--- config.mk ---
export PLATFORM = sky130hd
export DESIGN_NAME = ram_fifo_ctrl
export DESIGN_NICKNAME = d
export VERILOG_FILES = /design/src/rtl/ram_fifo_ctrl.sv
export SDC_FILE = /design/constraint.sdc
export NUM_CORES = 1
export LEC_CHECK = 0
export BUFFER_PORTS_ARGS = -buffer_cell sky130_fd_sc_hd__clkbuf_2
export CORE_UTILIZATION = 48
export DETAILED_ROUTE_END_ITERATION = 8
export PLACE_DENSITY = 0.76
export SLEW_MARGIN = 20
export SYNTH_ARGS = -nofsm -noshare
export SYNTH_HDL_FRONTEND = slang
export SYNTH_SLANG_ARGS = --single-unit
--- constraint.sdc ---
create_clock -name clk -period 2.7 [get_ports clk]
set_clock_uncertainty 0.15 [all_clocks]
set_input_delay 0.135 -clock clk [delete_from_list [all_inputs] [get_ports clk]]
set_output_delay 0.135 -clock clk [all_outputs]
set_load 0.03 [all_outputs]
--- src/rtl/ram_fifo_ctrl.sv ---
// ============================================================================
// Module      : ram_fifo_ctrl
// Description : FIFO controller for an external single-port RAM with
//               asynchronous read; pop has priority over push.
// Revision    : 1.0 - initial release
// ============================================================================
`default_nettype none

module ram_fifo_ctrl #(
  parameter int AW = 8,
  parameter int DW = 4
) (
  input  logic          clk,
  input  logic          rst,
  input  logic          push,
  input  logic [DW-1:0] push_data,
  output logic          push_ready,
  input  logic          pop,
  output logic [DW-1:0] pop_data,
  output logic          pop_valid,
  output logic          full,
  output logic          empty,
  output logic [AW:0]   count,
  output logic          overflow,
  output logic          underflow,
  output logic          ram_we,
  output logic [AW-1:0] ram_addr,
  output logic [DW-1:0] ram_wdata,
  input  logic [DW-1:0] ram_rdata
);

  localparam logic [AW:0]   c_FULL_COUNT = {1'b1, {AW{1'b0}}};
  localparam logic [AW:0]   c_CNT_ONE    = (AW+1)'(1);
  localparam logic [AW-1:0] c_PTR_ONE    = AW'(1);

  logic [AW-1:0] r_wr_ptr;
  logic [AW-1:0] r_rd_ptr;
  logic [AW:0]   r_count;
  logic [DW-1:0] r_pop_data;
  logic          r_pop_valid;
  logic          r_overflow;
  logic          r_underflow;

  logic w_full;
  logic w_empty;
  logic w_pop_acc;
  logic w_push_acc;

  assign w_full  = (r_count == c_FULL_COUNT);
  assign w_empty = (r_count == '0);

  // The RAM has one port, so an accepted pop takes it and blocks any push.
  assign w_pop_acc  = pop & ~w_empty & ~rst;
  assign w_push_acc = push & ~w_full & ~w_pop_acc & ~rst;

  assign push_ready = ~w_full & ~w_pop_acc & ~rst;
  assign ram_we     = w_push_acc;
  assign ram_wdata  = push_data;
  assign ram_addr   = w_pop_acc ? r_rd_ptr : r_wr_ptr;

  always_ff @(posedge clk) begin
    if (rst) begin
      r_wr_ptr    <= '0;
      r_rd_ptr    <= '0;
      r_count     <= '0;
      r_pop_data  <= '0;
      r_pop_valid <= 1'b0;
      r_overflow  <= 1'b0;
      r_underflow <= 1'b0;
    end else begin
      r_pop_valid <= w_pop_acc;
      if (w_push_acc) begin
        r_wr_ptr <= r_wr_ptr + c_PTR_ONE;
        r_count  <= r_count + c_CNT_ONE;
      end else if (w_pop_acc) begin
        r_rd_ptr   <= r_rd_ptr + c_PTR_ONE;
        r_count    <= r_count - c_CNT_ONE;
        r_pop_data <= ram_rdata;
      end
      // Sticky flags only note refusals caused by occupancy, not by arbitration.
      if (push && w_full) begin
        r_overflow <= 1'b1;
      end
      if (pop && w_empty) begin
        r_underflow <= 1'b1;
      end
    end
  end

  assign full      = w_full;
  assign empty     = w_empty;
  assign count     = r_count;
  assign pop_data  = r_pop_data;
  assign pop_valid = r_pop_valid;
  assign overflow  = r_overflow;
  assign underflow = r_underflow;

endmodule

`default_nettype wire

==> results of run 1 <==
-- layout make-up --
| cell class | instances | area [um^2] | area share [%] |
|---|---|---|---|
| multi-input combinational | 157 | 1177 | 47.14 |
| sequential | 32 | 655.6 | 26.25 |
| timing repair buffer | 71 | 462.9 | 18.54 |
| clock buffer | 5 | 68.82 | 2.756 |
| tap | 46 | 57.56 | 2.305 |
| clock inverter | 3 | 37.54 | 1.503 |
| inverter | 9 | 37.54 | 1.503 |
-- power breakdown --
part	switching, mW	internal, mW
Sequential	0.0925	0.561
Combinational	0.724	0.620
Clock	0.175	0.268
-- sequential cells by signal, summed over array words and instances (netlist names) --
register and flops:
underflow 1, r_wr_ptr 8, r_rd_ptr 8, pop_valid 1
overflow 1, pop_data 4, count 9
-- metrics by stage --
stage          hold slack [ns]  worst slack [ns]  setup TNS [ns]  std cells
5_1_grt                0.04175           -0.2813          -1.067        323
2_1_floorplan           0.1257           -0.1747         -0.2780        209
6_report              0.003252           -0.1257         -0.3024        323
3_5_place_dp            0.1202          -0.04153         -0.1151        303
3_3_place_gp            0.1202          -0.01023        -0.01674        303
4_1_cts               0.007159          -0.03337        -0.04676        318
-- critical path, stage by stage, from the launching register on --
cell	delay, ns
dfxtp_2	0.34
or4_4	0.57
o21ai_4	0.21
nand3_4	0.11
buf_6	0.16
ha_1	0.26
nand3b_1	0.13
a21oi_2	0.21
o22ai_2	0.09
or4_1	0.42
o211ai_1	0.10
-- worst paths after layout --
kind,from,to,cells after the start,slack (ns)
worst max-delay path,count[2]$_SDFFE_PP0P_,count[8]$_SDFFE_PP0P_,10,-0.13
worst min-delay path,push,overflow$_SDFFE_PP0P_,3,0.003
worst max register to register,count[2]$_SDFFE_PP0P_,count[8]$_SDFFE_PP0P_,10,-0.13
worst min register to register,overflow$_SDFFE_PP0P_,overflow$_SDFFE_PP0P_,2,0.32
-- cell usage in the layout (no fill, tap or decap), types with 2 or more instances in the layout --
| cell | n |
|---|---|
| nand2_1 | 17 |
| mux2i_1 | 5 |
| o211ai_1 | 2 |
| ha_4 | 2 |
| dfxtp_1 | 24 |
| nor4_4 | 2 |
| inv_1 | 8 |
| nor4_1 | 2 |
| nor2_1 | 21 |
| a21oi_1 | 12 |
| nand3_1 | 2 |
| o31ai_1 | 2 |
| buf_4 | 30 |
| dfxtp_2 | 6 |
| clkbuf_8 | 5 |
| xnor2_1 | 6 |
| a211oi_2 | 2 |
| mux2_2 | 6 |
| a31oi_1 | 2 |
| mux2_1 | 2 |
| a21oi_2 | 3 |
| ha_1 | 8 |
| or3_1 | 5 |
| o21ai_0 | 5 |
| nor3_1 | 7 |
| xor2_1 | 9 |
| clkinv_1 | 2 |
| buf_6 | 2 |
| or4_4 | 3 |
| dlygate4sd3_1 | 4 |
| clkbuf_2 | 35 |
| nand3b_1 | 4 |
| a211oi_1 | 2 |
| nand4_1 | 7 |
| nand2b_1 | 2 |
| dfxtp_4 | 2 |
-- what timing repair did --
action / 4_1_cts / 5_1_grt
pin swaps: 9 / 11
resized for setup: 5 / 5
endpoints found under the hold margin: 4 / 0
setup endpoints to repair: 4 / 7
setup buffers: 3 / 5
cloned: 0 / 0
hold buffers: 4 / 0
-- metal layers --
metal	global-route usage (%)	wire length (um)	vias to the layer above
met4	7.955	49	0
met5	0	0	-
met1	27.90	2068	852
li1	-	-	885
met2	42.02	2520	40
met3	4.710	177	6
-- logic make-up after synthesis --
logic type,after synthesis,synth area share (%)
buffers and inverters,20,5.456
XOR/XNOR,15,7.252
flip-flops,32,35.36
multiplexers,13,7.735
AND/OR/NAND/NOR,78,22.38
adder cells (fa/ha/maj),11,8.011
AO/OA/AOI/OAI,40,13.81
==> summary.md, run 1 <==
| Metric | Value |
|---|---|
| Syn Inst Count | `209` |
| Power Dens Cells | `977.3 mW/mm^2` |
| Mapped cell area | `0.001812 mm^2` |
| Status | `complete, but fails checks` |
| Failing checks | `setup timing` |
| Synth area leaders | `dfxtp_1 35%, ha_1 6.9%, nor2_1 4.4%` |
| Fin. max-slew vios | `0` |
| Via count | `1783` |
| Die area | `0.004024 mm^2` |
| CTS buffer count | `5` |
| Die height | `63.44 um` |
| Sequential-to-total area share from yosys stat | `35.36%` |
| Max Clk Rate | `353.9 MHz` |
| Tmin final | `2.826 ns` |
| Cell variety after synth | `41` |
| Gpl congestion | `0.8329` |
| Detail Placement HPWL | `3233 um` |
| CTS Sinks | `32` |
| Mapped Avg Cell Area | `8.669 um^2` |
| Critical Path RT | `2.76 ns` |
| Total Routing Usage GR | `23.63%` |
| Crit path arrival time | `2.89 ns` |
| Reg clk slew, reported paths | `0.06 ns` |
| Min setup slack post-route | `-0.1257 ns` |
| WL/cell | `14.91 um` |
| Layout Utilization | `72.01%` |
| 1st-iter DRT viols | `112` |
| CP endpoint kind | `flop` |
| CTS tree | `built` |
| I/O pins | `44` |
| Kind of critical path | `flop to flop` |
| Routed Antenna Nets | `0` |
| Ys async rst share | `0%` |
| First-pass GRT wire length | `7417 um` |
| Layout area overhead | `37.85%` |
| Finished layout cell area | `0.002497 mm^2` |
| Synth Warn # | `0` |
| Total gr overflow | `0` |
| Max-slew headroom | `70.35%` |
| Buffer depth of the longest clock path | `2` |
| Worst hold path class | `input port to flop` |
| Post-synthesis net count | `232` |
| Antenna Cells | `0` |
| Row count | `21` |
| Via density | `5.520` |
| Worst-Margin Slew | `0.4447 ns` |
| Most used DFF post-synth | `dfxtp_1` |
| PortBufs | `35` |
| Synth top area share | `35.36%` |
| Number of global-route vias before repair | `1653` |
| Synth Register Bits | `32` |
| Layout cell share with drive strength beyond 1 | `38.27%` |
| DIE WIDTH | `63.44 um` |
| Detailed Route WL | `4815 um` |
| Number of flops mapped to enable cells by yosys | `0` |
| Post-synth top cells | `32 x dfxtp_1, 21 x nor2_1, 17 x nand2_1, 15 x a21oi_1, 10 x ha_1` |
| Final period utilization | `104.7%` |
| Worst-path fanout max | `5` |
| Leakage | `1.081 nW` |
| Max IR drop VDD | `0.0005782 V` |
| Initial antenna violation count | `0` |
| Final setup viols | `5` |
| RSZ-0062 raised after global routing | `yes` |
| CTS HTree Levels | `2` |
| Starting density of the core | `52.24%` |
| Max Cap Viol | `0` |
| Final hold viol count | `0` |
| Post-DP Area | `0.002242 mm^2` |
| Final total power | `2.441 mW` |
| Core area | `0.003468 mm^2` |
| DRC viols | `0` |
| Clock latency on the worst-skew pair | `0.29 ns` |
| Largest net degree at the start of global routing | `39` |
| Clock Tree Root | `clkbuf_8` |
| Fin nets | `299` |
| Area leader, netlist | `dfxtp_1` |
| Most frequent cell after synthesis | `dfxtp_1` |
| Critical Path Start Type | `flop` |
| FILL cells | `280` |
| Drt first pass iters | `4` |
(Power assumes the default switching activity.)
==> run 2, diff against run 1 <==
--- a/config.mk
+++ b/config.mk
@@ -5,10 +5,11 @@
 export SDC_FILE = /design/constraint.sdc
 export NUM_CORES = 1
 export LEC_CHECK = 0
+export ABC_AREA = 1
 export BUFFER_PORTS_ARGS = -buffer_cell sky130_fd_sc_hd__clkbuf_2
 export CORE_UTILIZATION = 48
 export DETAILED_ROUTE_END_ITERATION = 8
-export PLACE_DENSITY = 0.76
+export PLACE_DENSITY = 0.75
 export SLEW_MARGIN = 20
 export SYNTH_ARGS = -nofsm -noshare
 export SYNTH_HDL_FRONTEND = slang
==> summary.md, run 2 <==
| Metric | Value |
|---|---|
| 1st-iter DRT viols | `88` |
| RSZ-0062 raised after global routing | `no` |
| Worst-Margin Slew | `0.3068 ns` |
| Status | `completed` |
| Sequential-to-total area share from yosys stat | `34.07%` |
| Setup repair bufs after CTS | `0` |
| Detailed Route WL | `3972 um` |
| Final hold viol count | `0` |
| Gpl congestion | `0.8499` |
| Leakage | `1.094 nW` |
| Synth Register Bits | `32` |
| Synth area leaders | `dfxtp_1 34%, nand2_1 14%, ha_1 6.7%` |
| Power Dens Cells | `795.6 mW/mm^2` |
| First-pass GRT wire length | `7203 um` |
| Max FFs per register | `9` |
| Max-slew headroom | `79.39%` |
| CTS buffer count | `5` |
| Number of flops mapped to enable cells by yosys | `0` |
| Buffer depth of the longest clock path | `2` |
| Synth Warn # | `0` |
| Layout cell share with drive strength beyond 1 | `17.68%` |
| Worst-path fanout max | `13` |
| Max Cap Viol | `0` |
| Row count | `22` |
| CTS HTree Levels | `2` |
| Crit path arrival time | `2.52 ns` |
| Reg area | `640.6 um^2` |
| Most used DFF post-synth | `dfxtp_1` |
| Routed Antenna Nets | `0` |
| PortBufs | `35` |
| Total Routing Usage GR | `22.29%` |
| Die height | `64.59 um` |
| DIE WIDTH | `64.59 um` |
| Finished layout cell area | `0.002255 mm^2` |
| Largest net degree at the start of global routing | `32` |
| Mapped cell area | `0.001881 mm^2` |
| Max IR drop VDD | `0.0004936 V` |
| FILL cells | `362` |
| CP top delay family | `buffers and inverters` |
| Number of global-route vias before repair | `1701` |
| Cell variety after synth | `31` |
| Slowest CP cell | `dlygate4sd3_1` |
| Total gr overflow | `0` |
| CTS tree | `built` |
| WL/cell | `11.06 um` |
| Core area | `0.003716 mm^2` |
| Critical Path Start Type | `input port` |
| Mapped Avg Cell Area | `6.991 um^2` |
| Ys async rst share | `0%` |
| CP endpoint kind | `flop` |
| Multi-input gate area | `0.001031 mm^2` |
| Critical path buffer and inverter count | `4` |
| Final period utilization | `92.44%` |
| Fin nets | `333` |
| I/O pins | `44` |
| Commonest non-fill, non-tap cell in the layout | `nand2_1` |
| Post-route setup TNS | `0 ns` |
| Via count | `1742` |
| Drt first pass iters | `4` |
| Initial antenna violation count | `0` |
| Reg2Reg Setup Slack | `0.23 ns` |
| Max Clk Rate | `400.7 MHz` |
| Fin. max-slew vios | `0` |
| Post-synth top cells | `72 x nand2_1, 32 x dfxtp_1, 32 x inv_1, 23 x nor2_1` |
| Kind of critical path | `input port to flop` |
| CTS Sinks | `32` |
| Critical Path RT | `2.73 ns` |
| CP peak stage delay | `0.54 ns` |
| Clock latency on the worst-skew pair | `0.28 ns` |
| Starting density of the core | `50.61%` |
| Die area | `0.004172 mm^2` |
| Detail Placement HPWL | `2811 um` |
| Reg clk slew, reported paths | `0.06 ns` |
| Hold WS | `0.1200 ns` |
| DRC viols | `0` |
| Synth top area share | `34.07%` |
| Most frequent cells in the layout | `72 x nand2_1, 35 x clkbuf_2, 32 x inv_1, 32 x dfxtp_1, 23 x nor2_1` |
| Tmin final | `2.496 ns` |
| Clock Tree Root | `clkbuf_8` |
| Final setup viols | `0` |
| Cells along the critical path | `dlygate4sd3_1, clkbuf_2, nor2_1, nand3_4, buf_4, ha_1, nand3_1, nand2_1, a21oi_1, xor2_1, nand2_1, inv_1, nor2_1` |
| Via density | `4.852` |
| Area leader, netlist | `dfxtp_1` |
| Antenna Cells | `0` |
| Post-DP Area | `0.002068 mm^2` |
| Layout area overhead | `19.89%` |
| Syn Inst Count | `269` |
| Post-synthesis net count | `292` |
| Worst hold path class | `input port to primary output` |
| Most frequent cell after synthesis | `nand2_1` |
==> run 2: cell count changes after synthesis, sizes merged, moves of 4 or more <==
cell    change
a211oi      -4
or3         -5
nand3      +11
inv        +24
nand4       -5
nor4        -4
mux2        -8
o21ai      +13
mux2i       -5
or4         -4
nand2      +58
==> run 2: repair_timing <==
action                                  CTS  global route
endpoints found under the setup margin    0             2
hold buffers                              6             0
gates resized for setup                   0             1
endpoints found under the hold margin     7             0
==> run 2: cell families (layout without fill, tap and decap cells) <==
logic type               Yosys count  count (layout)  share of synthesized area (%)
XOR/XNOR                          12              12                          5.589
flip-flops                        32              32                          34.06
buffers and inverters             45              87                          11.11
AND/OR/NAND/NOR                  127             127                          29.54
AO/OA/AOI/OAI                     42              42                          11.98
adder cells (fa/ha/maj)           11              11                          7.718
==> run 2: worst register-to-register path, cell delays in order (launching register included) <==
cell,delay [ns]
dfxtp_1,0.35
nor2_1,0.12
nand2_1,0.08
nor2_2,0.13
nand2_2,0.11
nand2_4,0.09
nand3_4,0.13
buf_4,0.24
ha_1,0.28
nand3_1,0.08
nand2_1,0.11
a21oi_1,0.18
xor2_1,0.17
nand2_1,0.06
inv_1,0.05
nor2_1,0.03
==> run 2: routing by layer <==
layer	GRT usage, %	wire [um]	vias to the layer above	share of wire (%)
met5	0	0	-	0
met4	8.333	47	0	1.2
met3	6.514	170	7	4.3
met2	35.92	1772	33	45
met1	27.95	1982	770	50
li1	-	-	932	-
==> run 2: power breakdown <==
part,total [mW],internal [mW],switching (mW)
combinational,0.705,0.247,0.458
clock,0.504,0.326,0.179
sequential,0.584,0.531,0.0532
total,1.79,1.10,0.690
==> run 2: final timing paths <==
kind,from,end,depth (start not counted)
worst max-delay path,rst,count[5]$_SDFFE_PP0P_,13
worst min-delay path,push_data[3],ram_wdata[3],0
worst max register to register,count[0]$_SDFFE_PP0P_,count[5]$_SDFFE_PP0P_,15
worst min register to register,pop_data[1]$_SDFFE_PP0P_,pop_data[1]$_SDFFE_PP0P_,2
==> run 2: cell type report <==
type                            count  share of cell area (%)
Sequential cell                    32                   28.41
Inverter                           33                   5.494
Tap cell                           48                   2.664
Multi-Input combinational cell    192                   45.73
Timing Repair Buffer               46                   12.10
Clock inverter                      1                   1.332
Clock buffer                        7                   4.273
==> run 2: per-stage QoR <==
step | cells | setup slack [ns] | util [%] | total power, mW
3_5_place_dp | 345 | 0.1717 | 55.66 | 1.288
6_report | 359 | 0.2042 | 60.67 | 1.794
2_1_floorplan | 269 | 0.08602 | - | 1.154
5_1_grt | 359 | 0.01885 | 60.67 | 1.933
3_3_place_gp | 345 | 0.2281 | 55.66 | 1.280
4_1_cts | 359 | 0.1019 | 60.67 | 1.808
==> run 3, diff against run 2 <==
--- a/config.mk
+++ b/config.mk
@@ -6,7 +6,7 @@
 export NUM_CORES = 1
 export LEC_CHECK = 0
 export ABC_AREA = 1
-export BUFFER_PORTS_ARGS = -buffer_cell sky130_fd_sc_hd__clkbuf_2
+export BUFFER_PORTS_ARGS = -buffer_cell sky130_fd_sc_hd__buf_4
 export CORE_UTILIZATION = 48
 export DETAILED_ROUTE_END_ITERATION = 8
 export PLACE_DENSITY = 0.75
==> summary.md, run 3 (synthesized netlist as in run 2, its figures left out) <==
| Metric | Value |
|---|---|
| Register-to-Register Path Depth | `13` |
| CTS HTree Levels | `2` |
| 1st-iter DRT viols | `74` |
| Buffer depth of the longest clock path | `2` |
| Fin. max-slew vios | `0` |
| CTS Sinks | `32` |
| CP endpoint kind | `flop` |
| Finished layout cell area | `0.002359 mm^2` |
| Drt first pass iters | `5` |
| Leakage | `1.122 nW` |
| Largest net degree at the start of global routing | `32` |
| CTS tree | `built` |
| PortBufs | `35` |
| Reg2Reg Setup Slack | `0.20 ns` |
| Tmin final | `2.513 ns` |
| Total Routing Usage GR | `22.21%` |
| Post-DP Area | `0.002171 mm^2` |
| Die height | `64.59 um` |
| Min setup slack post-route | `0.1866 ns` |
| Post-route setup TNS | `0 ns` |
| Max Cap Viol | `0` |
| CP peak stage delay | `0.55 ns` |
| Starting density of the core | `50.61%` |
| Worst hold path class | `input port to primary output` |
| Final setup viols | `0` |
| Final hold viol count | `0` |
| Net Sw Power | `715.4 uW` |
| Via density | `4.931` |
| Antenna Cells | `0` |
| Power Dens Cells | `774.4 mW/mm^2` |
| Detailed Route WL | `4092 um` |
| Clock Tree Root | `clkbuf_8` |
| Via count | `1780` |
| Max IR drop VDD | `0.0007314 V` |
| Reg clk slew, reported paths | `0.07 ns` |
| Crit path launch | `rst` |
| Placement Setup Slack | `0.1285 ns` |
| Critical Path Start Type | `input port` |
| Number of global-route vias before repair | `1615` |
| Clock Power Share | `25.2%` |
| Sequential power share | `31.8%` |
| Gpl congestion | `0.8470` |
| First-pass GRT wire length | `7093 um` |
| Most frequent cells in the layout | `72 x nand2_1, 42 x buf_4, 32 x inv_1, 32 x dfxtp_1, 23 x nor2_1` |
| Critical Path End | `count[8]$_SDFFE_PP0P_` |
| Cells along the critical path | `dlygate4sd3_1, buf_4, inv_1, nand2_1, inv_1, nand2_4, nand3_4, inv_1, fa_1, o21ai_2, nand2_1, nand2b_1, nand2_1, a21oi_1, nor2_1` |
| Commonest non-fill, non-tap cell in the layout | `nand2_1` |
| I/O pins | `44` |
| Routed Antenna Nets | `0` |
| Worst-path fanout max | `16` |
| Layout cell share with drive strength beyond 1 | `18.85%` |
| Kind of critical path | `input port to flop` |
| Detail Placement HPWL | `2874 um` |
| Max-slew headroom | `77.28%` |
| Slowest CP cell | `dlygate4sd3_1` |
| DRC viols | `0` |
| RSZ-0062 raised after global routing | `yes` |
| Layout area overhead | `25.42%` |
| Status | `completed` |
| Critical Path RT | `2.73 ns` |
| Row count | `22` |
| R2r startpoint | `count[2]$_SDFFE_PP0P_` |
| Clock latency on the worst-skew pair | `0.29 ns` |
| Placed cell count | `347` |
| Final period utilization | `93.09%` |
| Core area | `0.003716 mm^2` |
| Total gr overflow | `0` |
| Layout Utilization | `63.47%` |
| Final total power | `1.826 mW` |
| Reg2reg end | `count[8]$_SDFFE_PP0P_` |
| Hold WS | `0.1200 ns` |
| Initial antenna violation count | `0` |
| Net Sw Frac | `39.17%` |
| Non-Filler Instances | `361` |
| Max Clk Rate | `397.9 MHz` |
| Cell internal pwr | `1.111 mW` |
| DIE WIDTH | `64.59 um` |
| FILL cells | `345` |
| Combinational group share of total power | `43.0%` |
| Worst-Margin Slew | `0.3382 ns` |
| Fin nets | `335` |
| Crit path arrival time | `2.54 ns` |
| Die area | `0.004172 mm^2` |
| Max FFs per register | `9` |
| CTS buffer count | `5` |
| WL/cell | `11.34 um` |
[run 3: worst max-delay path, delay by kind of cell]
kind | cells | cell delay, ns
AO/OA/AOI/OAI | 2 | 0.36
adder cells (fa/ha/maj) | 1 | 0.42
buffers and inverters | 5 | 1.02
AND/OR/NAND/NOR | 7 | 0.61
[run 3: layout make-up]
| type | instances | area (um^2) | share of cell area [%] |
|---|---|---|---|
| Inverter | 33 | 123.9 | 5.252 |
| Sequential cell | 32 | 640.6 | 27.16 |
| Timing Repair Buffer | 48 | 375.4 | 15.92 |
| Tap cell | 48 | 60.06 | 2.546 |
| Clock inverter | 3 | 42.54 | 1.804 |
| Multi-Input combinational cell | 192 | 1047 | 44.40 |
| Clock buffer | 5 | 68.82 | 2.918 |
[run 3: power by group through the flow]
stage	Combinational [mW]	Clock (mW)	Sequential (mW)
final	0.785	0.460	0.581
after global routing	0.866	0.497	0.591
after CTS	0.770	0.472	0.579
after detailed placement	0.759	0	0.590
after global placement	0.746	0	0.589
after floorplan	0.468	0	0.686
[run 3: worst min-delay path by stage]
stage | startpoint | depth (start not counted) | slack, ns | to
floorplan | rst | 1 | 0.06 | r_rd_ptr[2]$_SDFFE_PP0P_
global placement | push_data[1] | 0 | 0.12 | ram_wdata[1]
detailed placement | push_data[1] | 0 | 0.12 | ram_wdata[1]
CTS | push_data[1] | 0 | 0.12 | ram_wdata[1]
global route | push_data[3] | 0 | 0.12 | ram_wdata[3]
finish | push_data[3] | 0 | 0.12 | ram_wdata[3]
[run 3: repair_timing]
action                                  4_1_cts  5_1_grt
hold endpoints to repair                     16        0
endpoints found under the setup margin        0        3
resized for setup                             0        3
buffers inserted                              0        0
hold buffers                                  6        0
[run 3: per-layer routing]
metal  up-vias  track usage (%)  wire length (um)
met3         7            5.810               138
met4         0            8.611                66
met1       802            29.04              1991
met2        34            34.74              1896
li1        937                -                 -
met5         -                0                 0
